<file path="config.mk">
export PLATFORM = sky130hd
export DESIGN_NAME = i2c_wb_sequencer
export DESIGN_NICKNAME = d
export VERILOG_FILES = /design/src/rtl/i2c_seq_pkg.sv /design/src/rtl/wb_single_access.sv /design/src/rtl/i2c_wb_sequencer.sv
export SDC_FILE = /design/constraint.sdc
export NUM_CORES = 1
export LEC_CHECK = 0
export ABC_AREA = 1
export CORE_MARGIN = 10
export CORE_UTILIZATION = 55
export CTS_CLUSTER_SIZE = 10
export DETAILED_ROUTE_END_ITERATION = 10
export GPL_TIMING_DRIVEN = 0
export PLACE_DENSITY = 0.89
export SYNTH_ARGS = -nofsm -noshare
export SYNTH_HDL_FRONTEND = slang
export SYNTH_HIERARCHICAL = 1
export SYNTH_SLANG_ARGS = --single-unit
</file>
<file path="constraint.sdc">
create_clock -name clk -period 2.3 [get_ports clk]
set_clock_uncertainty 0.05 [all_clocks]
set_input_delay 0.345 -clock clk [delete_from_list [all_inputs] [get_ports clk]]
set_output_delay 0.345 -clock clk [all_outputs]
set_load 0.005 [all_outputs]
</file>
<file path="src/rtl/i2c_seq_pkg.sv">
// Shared definitions for the I2C Wishbone sequencer: i2c_master_top register
// map, CR command bytes, SR bit positions, response error codes, FSM states.
package i2c_seq_pkg;

  localparam logic [2:0] REG_PRERLO = 3'd0;
  localparam logic [2:0] REG_PRERHI = 3'd1;
  localparam logic [2:0] REG_CTR    = 3'd2;
  localparam logic [2:0] REG_TXRRXR = 3'd3;
  localparam logic [2:0] REG_CRSR   = 3'd4;

  localparam logic [7:0] CTR_EN          = 8'h80;
  localparam logic [7:0] CMD_STA_WR      = 8'h90;
  localparam logic [7:0] CMD_WR          = 8'h10;
  localparam logic [7:0] CMD_STO_WR      = 8'h50;
  localparam logic [7:0] CMD_RD_NACK_STO = 8'h68;
  localparam logic [7:0] CMD_STO         = 8'h40;

  localparam int SR_RXACK = 7;
  localparam int SR_BUSY  = 6;
  localparam int SR_AL    = 5;
  localparam int SR_TIP   = 1;

  localparam logic [1:0] ERR_OK   = 2'd0;
  localparam logic [1:0] ERR_NACK = 2'd1;
  localparam logic [1:0] ERR_AL   = 2'd2;

  typedef enum logic [3:0] {
    INIT_PRLO, INIT_PRHI, INIT_CTR, IDLE,
    XFER_TXR, XFER_CR, POLL, STOP_CR, STOP_POLL, READ_RXR, DONE
  } seq_state_e;

endpackage

</file>
<file path="src/rtl/wb_single_access.sv">
// One classic Wishbone single access.
//   start/we/adr/wdata : request, sampled when no access is in flight
//   done               : high in the ack cycle (combinational)
//   rdata              : read data, valid together with done
//   wb_*               : Wishbone master port
module wb_single_access (
  input  logic       clk,
  input  logic       rst_n,
  input  logic       start,
  input  logic       we,
  input  logic [2:0] adr,
  input  logic [7:0] wdata,
  output logic       done,
  output logic [7:0] rdata,
  output logic [2:0] wb_adr_o,
  output logic [7:0] wb_dat_o,
  input  logic [7:0] wb_dat_i,
  output logic       wb_we_o,
  output logic       wb_stb_o,
  output logic       wb_cyc_o,
  input  logic       wb_ack_i
);

  always_ff @(posedge clk or negedge rst_n) begin
    if (!rst_n) begin
      wb_cyc_o <= 1'b0;
      wb_stb_o <= 1'b0;
      wb_we_o  <= 1'b0;
      wb_adr_o <= '0;
      wb_dat_o <= '0;
    end else if (wb_cyc_o && wb_ack_i) begin
      wb_cyc_o <= 1'b0;
      wb_stb_o <= 1'b0;
      wb_we_o  <= 1'b0;
      wb_adr_o <= '0;
      wb_dat_o <= '0;
    end else if (start && !wb_cyc_o) begin
      wb_cyc_o <= 1'b1;
      wb_stb_o <= 1'b1;
      wb_we_o  <= we;
      wb_adr_o <= adr;
      wb_dat_o <= wdata;
    end
  end

  // done in the ack cycle lets the caller capture read data and step its FSM
  // without an extra cycle of latency.
  assign done  = wb_cyc_o & wb_ack_i;
  assign rdata = wb_dat_i;

endmodule

</file>
<file path="src/rtl/i2c_wb_sequencer.sv">
// Sequencer driving the Wishbone port of i2c_master_top. Programs prescaler
// and enable after reset, then turns single register write/read requests
// into full I2C transactions (START, address, pointer, data, STOP).
//   req_*     : request handshake (valid/ready), rd flag, pointer, write data
//   rsp_*     : one-cycle completion pulse, read data, error code
//   init_done : sticky once the core is enabled
//   wb_*      : Wishbone master port to i2c_master_top
module i2c_wb_sequencer
  import i2c_seq_pkg::*;
#(
  parameter logic [15:0] PRESCALE = 16'd249,
  parameter logic [6:0]  DEV_ADDR = 7'h3C
) (
  input  logic       clk,
  input  logic       rst_n,
  input  logic       req_valid,
  output logic       req_ready,
  input  logic       req_rd,
  input  logic [7:0] req_addr,
  input  logic [7:0] req_wdata,
  output logic       rsp_valid,
  output logic [7:0] rsp_rdata,
  output logic [1:0] rsp_err,
  output logic       init_done,
  output logic [2:0] wb_adr_o,
  output logic [7:0] wb_dat_o,
  input  logic [7:0] wb_dat_i,
  output logic       wb_we_o,
  output logic       wb_stb_o,
  output logic       wb_cyc_o,
  input  logic       wb_ack_i
);

  seq_state_e state, state_nx;
  // phase: 0 = device address, 1 = pointer, 2 = write data / repeated-start
  // address, 3 = read data byte
  logic [1:0] phase, phase_nx;
  logic       rd_q;
  logic [7:0] addr_q, wdata_q, rdata_q;
  logic [1:0] err_q, err_nx;
  logic       init_q, acc_pend, acc_start, acc_done, acc_we, accept;
  logic [2:0] acc_adr;
  logic [7:0] acc_wdata, acc_rdata;

  assign req_ready = (state == IDLE);
  assign rsp_valid = (state == DONE);
  assign accept    = req_valid & req_ready;
  assign rsp_err   = err_q;
  assign rsp_rdata = rdata_q;
  assign init_done = init_q;

  // Every state except IDLE/DONE performs exactly one access per visit;
  // acc_pend keeps it from being reissued while in flight.
  assign acc_start = (state != IDLE) && (state != DONE) && !acc_pend;

  always_ff @(posedge clk or negedge rst_n) begin
    if (!rst_n) begin
      state    <= INIT_PRLO;
      phase    <= '0;
      err_q    <= ERR_OK;
      acc_pend <= 1'b0;
      rd_q     <= 1'b0;
      addr_q   <= '0;
      wdata_q  <= '0;
      rdata_q  <= '0;
      init_q   <= 1'b0;
    end else begin
      state <= state_nx;
      phase <= phase_nx;
      err_q <= err_nx;
      if (acc_start)     acc_pend <= 1'b1;
      else if (acc_done) acc_pend <= 1'b0;
      if (accept) begin
        rd_q    <= req_rd;
        addr_q  <= req_addr;
        wdata_q <= req_wdata;
      end
      if (state == READ_RXR && acc_done) rdata_q <= acc_rdata;
      if (state == INIT_CTR && acc_done) init_q  <= 1'b1;
    end
  end

  always_comb begin
    state_nx  = state;
    phase_nx  = phase;
    err_nx    = err_q;
    acc_we    = 1'b1;
    acc_adr   = REG_CRSR;
    acc_wdata = 8'h00;
    case (state)
      INIT_PRLO: begin
        acc_adr   = REG_PRERLO;
        acc_wdata = PRESCALE[7:0];
        if (acc_done) state_nx = INIT_PRHI;
      end
      INIT_PRHI: begin
        acc_adr   = REG_PRERHI;
        acc_wdata = PRESCALE[15:8];
        if (acc_done) state_nx = INIT_CTR;
      end
      INIT_CTR: begin
        acc_adr   = REG_CTR;
        acc_wdata = CTR_EN;
        if (acc_done) state_nx = IDLE;
      end
      IDLE: begin
        if (accept) begin
          err_nx   = ERR_OK;
          phase_nx = 2'd0;
          state_nx = XFER_TXR;
        end
      end
      XFER_TXR: begin
        acc_adr = REG_TXRRXR;
        case (phase)
          2'd0:    acc_wdata = {DEV_ADDR, 1'b0};
          2'd1:    acc_wdata = addr_q;
          default: acc_wdata = rd_q ? {DEV_ADDR, 1'b1} : wdata_q;
        endcase
        if (acc_done) state_nx = XFER_CR;
      end
      XFER_CR: begin
        case (phase)
          2'd0:    acc_wdata = CMD_STA_WR;
          2'd1:    acc_wdata = CMD_WR;
          2'd2:    acc_wdata = rd_q ? CMD_STA_WR : CMD_STO_WR;
          default: acc_wdata = CMD_RD_NACK_STO;
        endcase
        if (acc_done) state_nx = POLL;
      end
      POLL: begin
        acc_we = 1'b0;
        if (acc_done && !acc_rdata[SR_TIP]) begin
          if (acc_rdata[SR_AL]) begin
            // core has already released the bus; no STOP
            err_nx   = ERR_AL;
            state_nx = DONE;
          end else if (acc_rdata[SR_RXACK] && phase != 2'd3) begin
            state_nx = STOP_CR;
          end else if (!rd_q && phase == 2'd2) begin
            state_nx = DONE;
          end else if (phase == 2'd3) begin
            state_nx = READ_RXR;
          end else begin
            phase_nx = phase + 2'd1;
            // the read-data byte has no TXR load, only a command
            state_nx = (rd_q && phase == 2'd2) ? XFER_CR : XFER_TXR;
          end
        end
      end
      STOP_CR: begin
        acc_wdata = CMD_STO;
        if (acc_done) state_nx = STOP_POLL;
      end
      STOP_POLL: begin
        acc_we = 1'b0;
        if (acc_done && !acc_rdata[SR_TIP]) begin
          err_nx   = ERR_NACK;
          state_nx = DONE;
        end
      end
      READ_RXR: begin
        acc_we  = 1'b0;
        acc_adr = REG_TXRRXR;
        if (acc_done) state_nx = DONE;
      end
      DONE:    state_nx = IDLE;
      default: state_nx = INIT_PRLO;
    endcase
  end

  wb_single_access u_acc (
    .clk      (clk),
    .rst_n    (rst_n),
    .start    (acc_start),
    .we       (acc_we),
    .adr      (acc_adr),
    .wdata    (acc_wdata),
    .done     (acc_done),
    .rdata    (acc_rdata),
    .wb_adr_o (wb_adr_o),
    .wb_dat_o (wb_dat_o),
    .wb_dat_i (wb_dat_i),
    .wb_we_o  (wb_we_o),
    .wb_stb_o (wb_stb_o),
    .wb_cyc_o (wb_cyc_o),
    .wb_ack_i (wb_ack_i)
  );

endmodule
</file>
==> results.txt <==
----------------------------------------------------
[Drt]
  Via count ... between 2,000 and 2,500
  Final WL ... 6338 um
  Number of nets with antenna violations after routing ... 0
  Starting DRT DRC Count ... around 180
  Routed wire per std cell ... 15.24 um
  Detailed-route DRC error count ... 0
  Number of optimization iterations in the first detailed-route pass ... 5
  Via density per instance ... 5.517

[Synthesis]
  Number of nets produced by synthesis ... 339
  Syn Std Cell Area ... 2650 um^2
  Number of storage elements in the synthesis netlist ... 48
  Synthesized area per cell ... between 8 and 9 um^2
  Predominant post-synthesis flop cell ... sky130_fd_sc_hd__dfrtp_1
  Area fraction of the dominant cell type after synthesis ... a little under half
  Most area-hungry cell type in the Yosys netlist ... sky130_fd_sc_hd__dfrtp_1
  Portion of the post-synthesis area used by sequential elements ... 45.33%
  Count of cell types in the netlist ... 26
  Post-synth EDFFs ... 0
  Leading cell types by total area after synthesis ... sky130_fd_sc_hd__dfrtp_1, sky130_fd_sc_hd__nand2_1, sky130_fd_sc_hd__nand3_1
  Cells after synthesis ... 305
  Synth warnings ... 6
  Async set or reset register ratio after synthesis ... between 90% and 100%

[STA]
  Maximum achievable frequency ... approximately 470 MHz
  Portion of the clock cycle consumed by the worst path in the final layout ... between 90% and 100%
  Setup repair after global routing missed its margin ... no
  Max-slew violation count ... 0
  Min Tclk post-route ... approximately 2.1 ns
  Number of failing setup endpoints in the final timing report ... 0
  Relative max-transition margin ... approximately 63%
  Final count of hold timing violations ... 0
  Tightest Pin Transition ... about 0.56 ns

[Finish]
  Non-filler instance count after layout ... 416
  Most common library cell in the layout ignoring fill and taps ... sky130_fd_sc_hd__nand2_1
  Filler cells ... 356
  Nets ... roughly 400
  Commonest cells after routing, fill and taps aside ... sky130_fd_sc_hd__nand2_1, sky130_fd_sc_hd__dfrtp_1, sky130_fd_sc_hd__clkdlybuf4s50_1
  Fraction of layout cells with a size suffix above 1 ... 16.85%
  Number of inserted diodes ... 0
  Area added between synthesis and finish ... 25.12%
  Final Core Density ... a little over two thirds
  Design Area, Final ... about 3300 um^2

[Critical path]
  Source of the worst register-to-register timing path ... u_acc/wb_stb_o
  Required time at the worst-slack endpoint ... between 1.5 and 2 ns
  Highest fanout seen on the critical path ... 7
  Crit path DAT ... 1.72 ns
  Nature of the critical path startpoint ... flop
  Length in cells of the worst reg-to-reg path ... 10
  R2R Setup Slk ... ~0.37 ns
  Kind of end point of the critical path ... output pin
  CP Class ... flop to output pin
  Worst reg2reg path endpoint ... state[2]

[Placed design]
  Global placement routability congestion ... 0.9286
  Buffers added on ports ... 47
  Total half-perimeter wirelength after legalization and detailed placement ... 4940 um
  Number of placed instances, taps included ... ~400
  Cell Area, Placed ... between 3000 and 4000 um^2

[Worst hold path]
  Worst hold path endpoint ... rsp_rdata[2]
  Number of cells traversed by the worst hold path ... 2
  Min-Delay Path Class ... input port to flop
  HP Start ... wb_dat_i[2]

[Power]
  Total chip power ... between 3000 and 4000 uW
  P_leak ... between 0.0015 and 0.002 uW
  Largest vdd supply drop ... around 540 uV
  Total power divided by cell area ... around 1100 nW/um^2

[Floorplanning]
  Rows ... 25
  Die Footprint ... around 8000 um^2
  Core Box Area ... about 4700 um^2
  Vertical extent of the die ... between 80 and 90 um
  Number of top-level design ports ... 56
  Starting Density ... between 50% and 60%
  Die span in x ... around 89 um

[CTS]
  Number of buffers inserted during clock tree synthesis ... 5
  Clock tree from TritonCTS ... built
  Later-pin clock latency in the skew report ... about 0.31 ns
  Num Clock Sinks ... 48
  Post-CTS Setup Inserts ... 0
  Clock Pin Slew Worst Setup and Hold Paths ... 0.08 ns
  Clock buffer depth ... 2
  Max H-tree Level ... 2
  CTS root buffer ... sky130_fd_sc_hd__clkbuf_8

[Global route]
  First-pass GRT wire length ... just over 10,000 um
  Gr usage total ... 16.44%
  Antenna violations before repair ... 0
  Largest net degree at the start of global routing ... 27
  Overflow after GRT ... 0
  Number of global-route vias before repair ... roughly 2,300

[Flow run]
  Max cap viols ... 0

[Run status]
  Status ... finished, final reports clean

----------------------------------------------------
[report_power, final]
part	total, uW	switching (uW)	internal (uW)
Combinational	1830	952	877
Clock	524	279	244
Sequential	1410	228	1180
[logic make-up after synthesis]
logic type      synth area share (%)
compound gates                 7.223
fa+ha+maj                      2.361
buf+inv                        8.687
flops                          45.33
mux                            10.62
simple gates                   25.78
[Yosys cell counts (2+ instances only)]
library cell	count
sky130_fd_sc_hd__mux2_2	9
sky130_fd_sc_hd__o21ai_0	15
sky130_fd_sc_hd__inv_1	25
sky130_fd_sc_hd__inv_2	4
sky130_fd_sc_hd__nor2_4	4
sky130_fd_sc_hd__dfrtp_1	48
sky130_fd_sc_hd__mux2_4	12
sky130_fd_sc_hd__ha_1	5
sky130_fd_sc_hd__a21oi_1	3
sky130_fd_sc_hd__a22oi_1	4
sky130_fd_sc_hd__nor2_2	4
sky130_fd_sc_hd__nand2_1	88
sky130_fd_sc_hd__o221ai_1	4
sky130_fd_sc_hd__buf_4	12
sky130_fd_sc_hd__nand3_1	36
sky130_fd_sc_hd__buf_6	2
sky130_fd_sc_hd__o21ai_1	3
sky130_fd_sc_hd__nor2_1	18
sky130_fd_sc_hd__o21bai_1	2
[per-stage QoR]
step,setup WS (ns),hold slack (ns),setup TNS (ns)
2_1_floorplan,0.6912,-0.0005911,0
3_3_place_gp,-0.3875,0.4166,-18.51
3_5_place_dp,0.03975,0.3204,0
4_1_cts,0.1295,0.2144,0
5_1_grt,0.06955,0.2150,0
6_report,0.1802,0.2127,0
[worst max-delay path, cell delays in order, from the launching register on]
cell and delay, ns:
sky130_fd_sc_hd__dfrtp_2 0.43, sky130_fd_sc_hd__inv_2 0.09, sky130_fd_sc_hd__nor2_4 0.19, sky130_fd_sc_hd__inv_1 0.06, sky130_fd_sc_hd__nor2_1 0.12, sky130_fd_sc_hd__clkdlybuf4s50_1 0.53
[cell type report]
class                      instances  area, um^2  share of cell area [%]
clock inverter                     1       7.507                  0.2264
clock buffer                       7       86.33                   2.604
multi-input combinational        212        1219                   36.75
inverter                          30       112.6                   3.396
sequential                        48        1202                   36.26
buffer                            15       117.6                   3.547
timing repair buffer              49       503.0                   15.17
tap                               54       67.56                   2.038
[layer usage]
metal / global-route usage (%) / vias up / wire (um)
met1: 18.90 / 1058 / 2583
met3: 3.555 / 16 / 475
met4: 8.815 / 0 / 189
li1: - / 1106 / -
met2: 27.85 / 115 / 3090
met5: 0 / - / 0
[repair_timing]
item                       CTS  global route
hold buffers                 1             0
hold endpoints to repair    22             0
setup endpoints to repair    0             1
resized for setup            0             1
[state kept, by name (all words and copies together), names as in the netlist]
register / count
u_acc/wb_adr_o: 3
acc_pend: 1
addr_q: 8
u_acc/wb_we_o: 1
rsp_err: 2
rsp_rdata: 8
u_acc/wb_stb_o: 1
rd_q: 1
phase: 2
wdata_q: 8
u_acc/wb_dat_o: 8
state: 4
init_done: 1
[how the worst max path moves through the flow]
stage	end	cells after the start	start
2_1_floorplan	state[2]	10	u_acc/wb_stb_o
3_3_place_gp	u_acc/wb_dat_o[1]	1	rst_n
3_5_place_dp	state[2]	11	wb_ack_i
4_1_cts	rsp_valid	5	state[3]
5_1_grt	rsp_valid	5	state[3]
6_report	rsp_valid	5	state[3]
No activity file was read; power rests on OpenSTA's default activity.
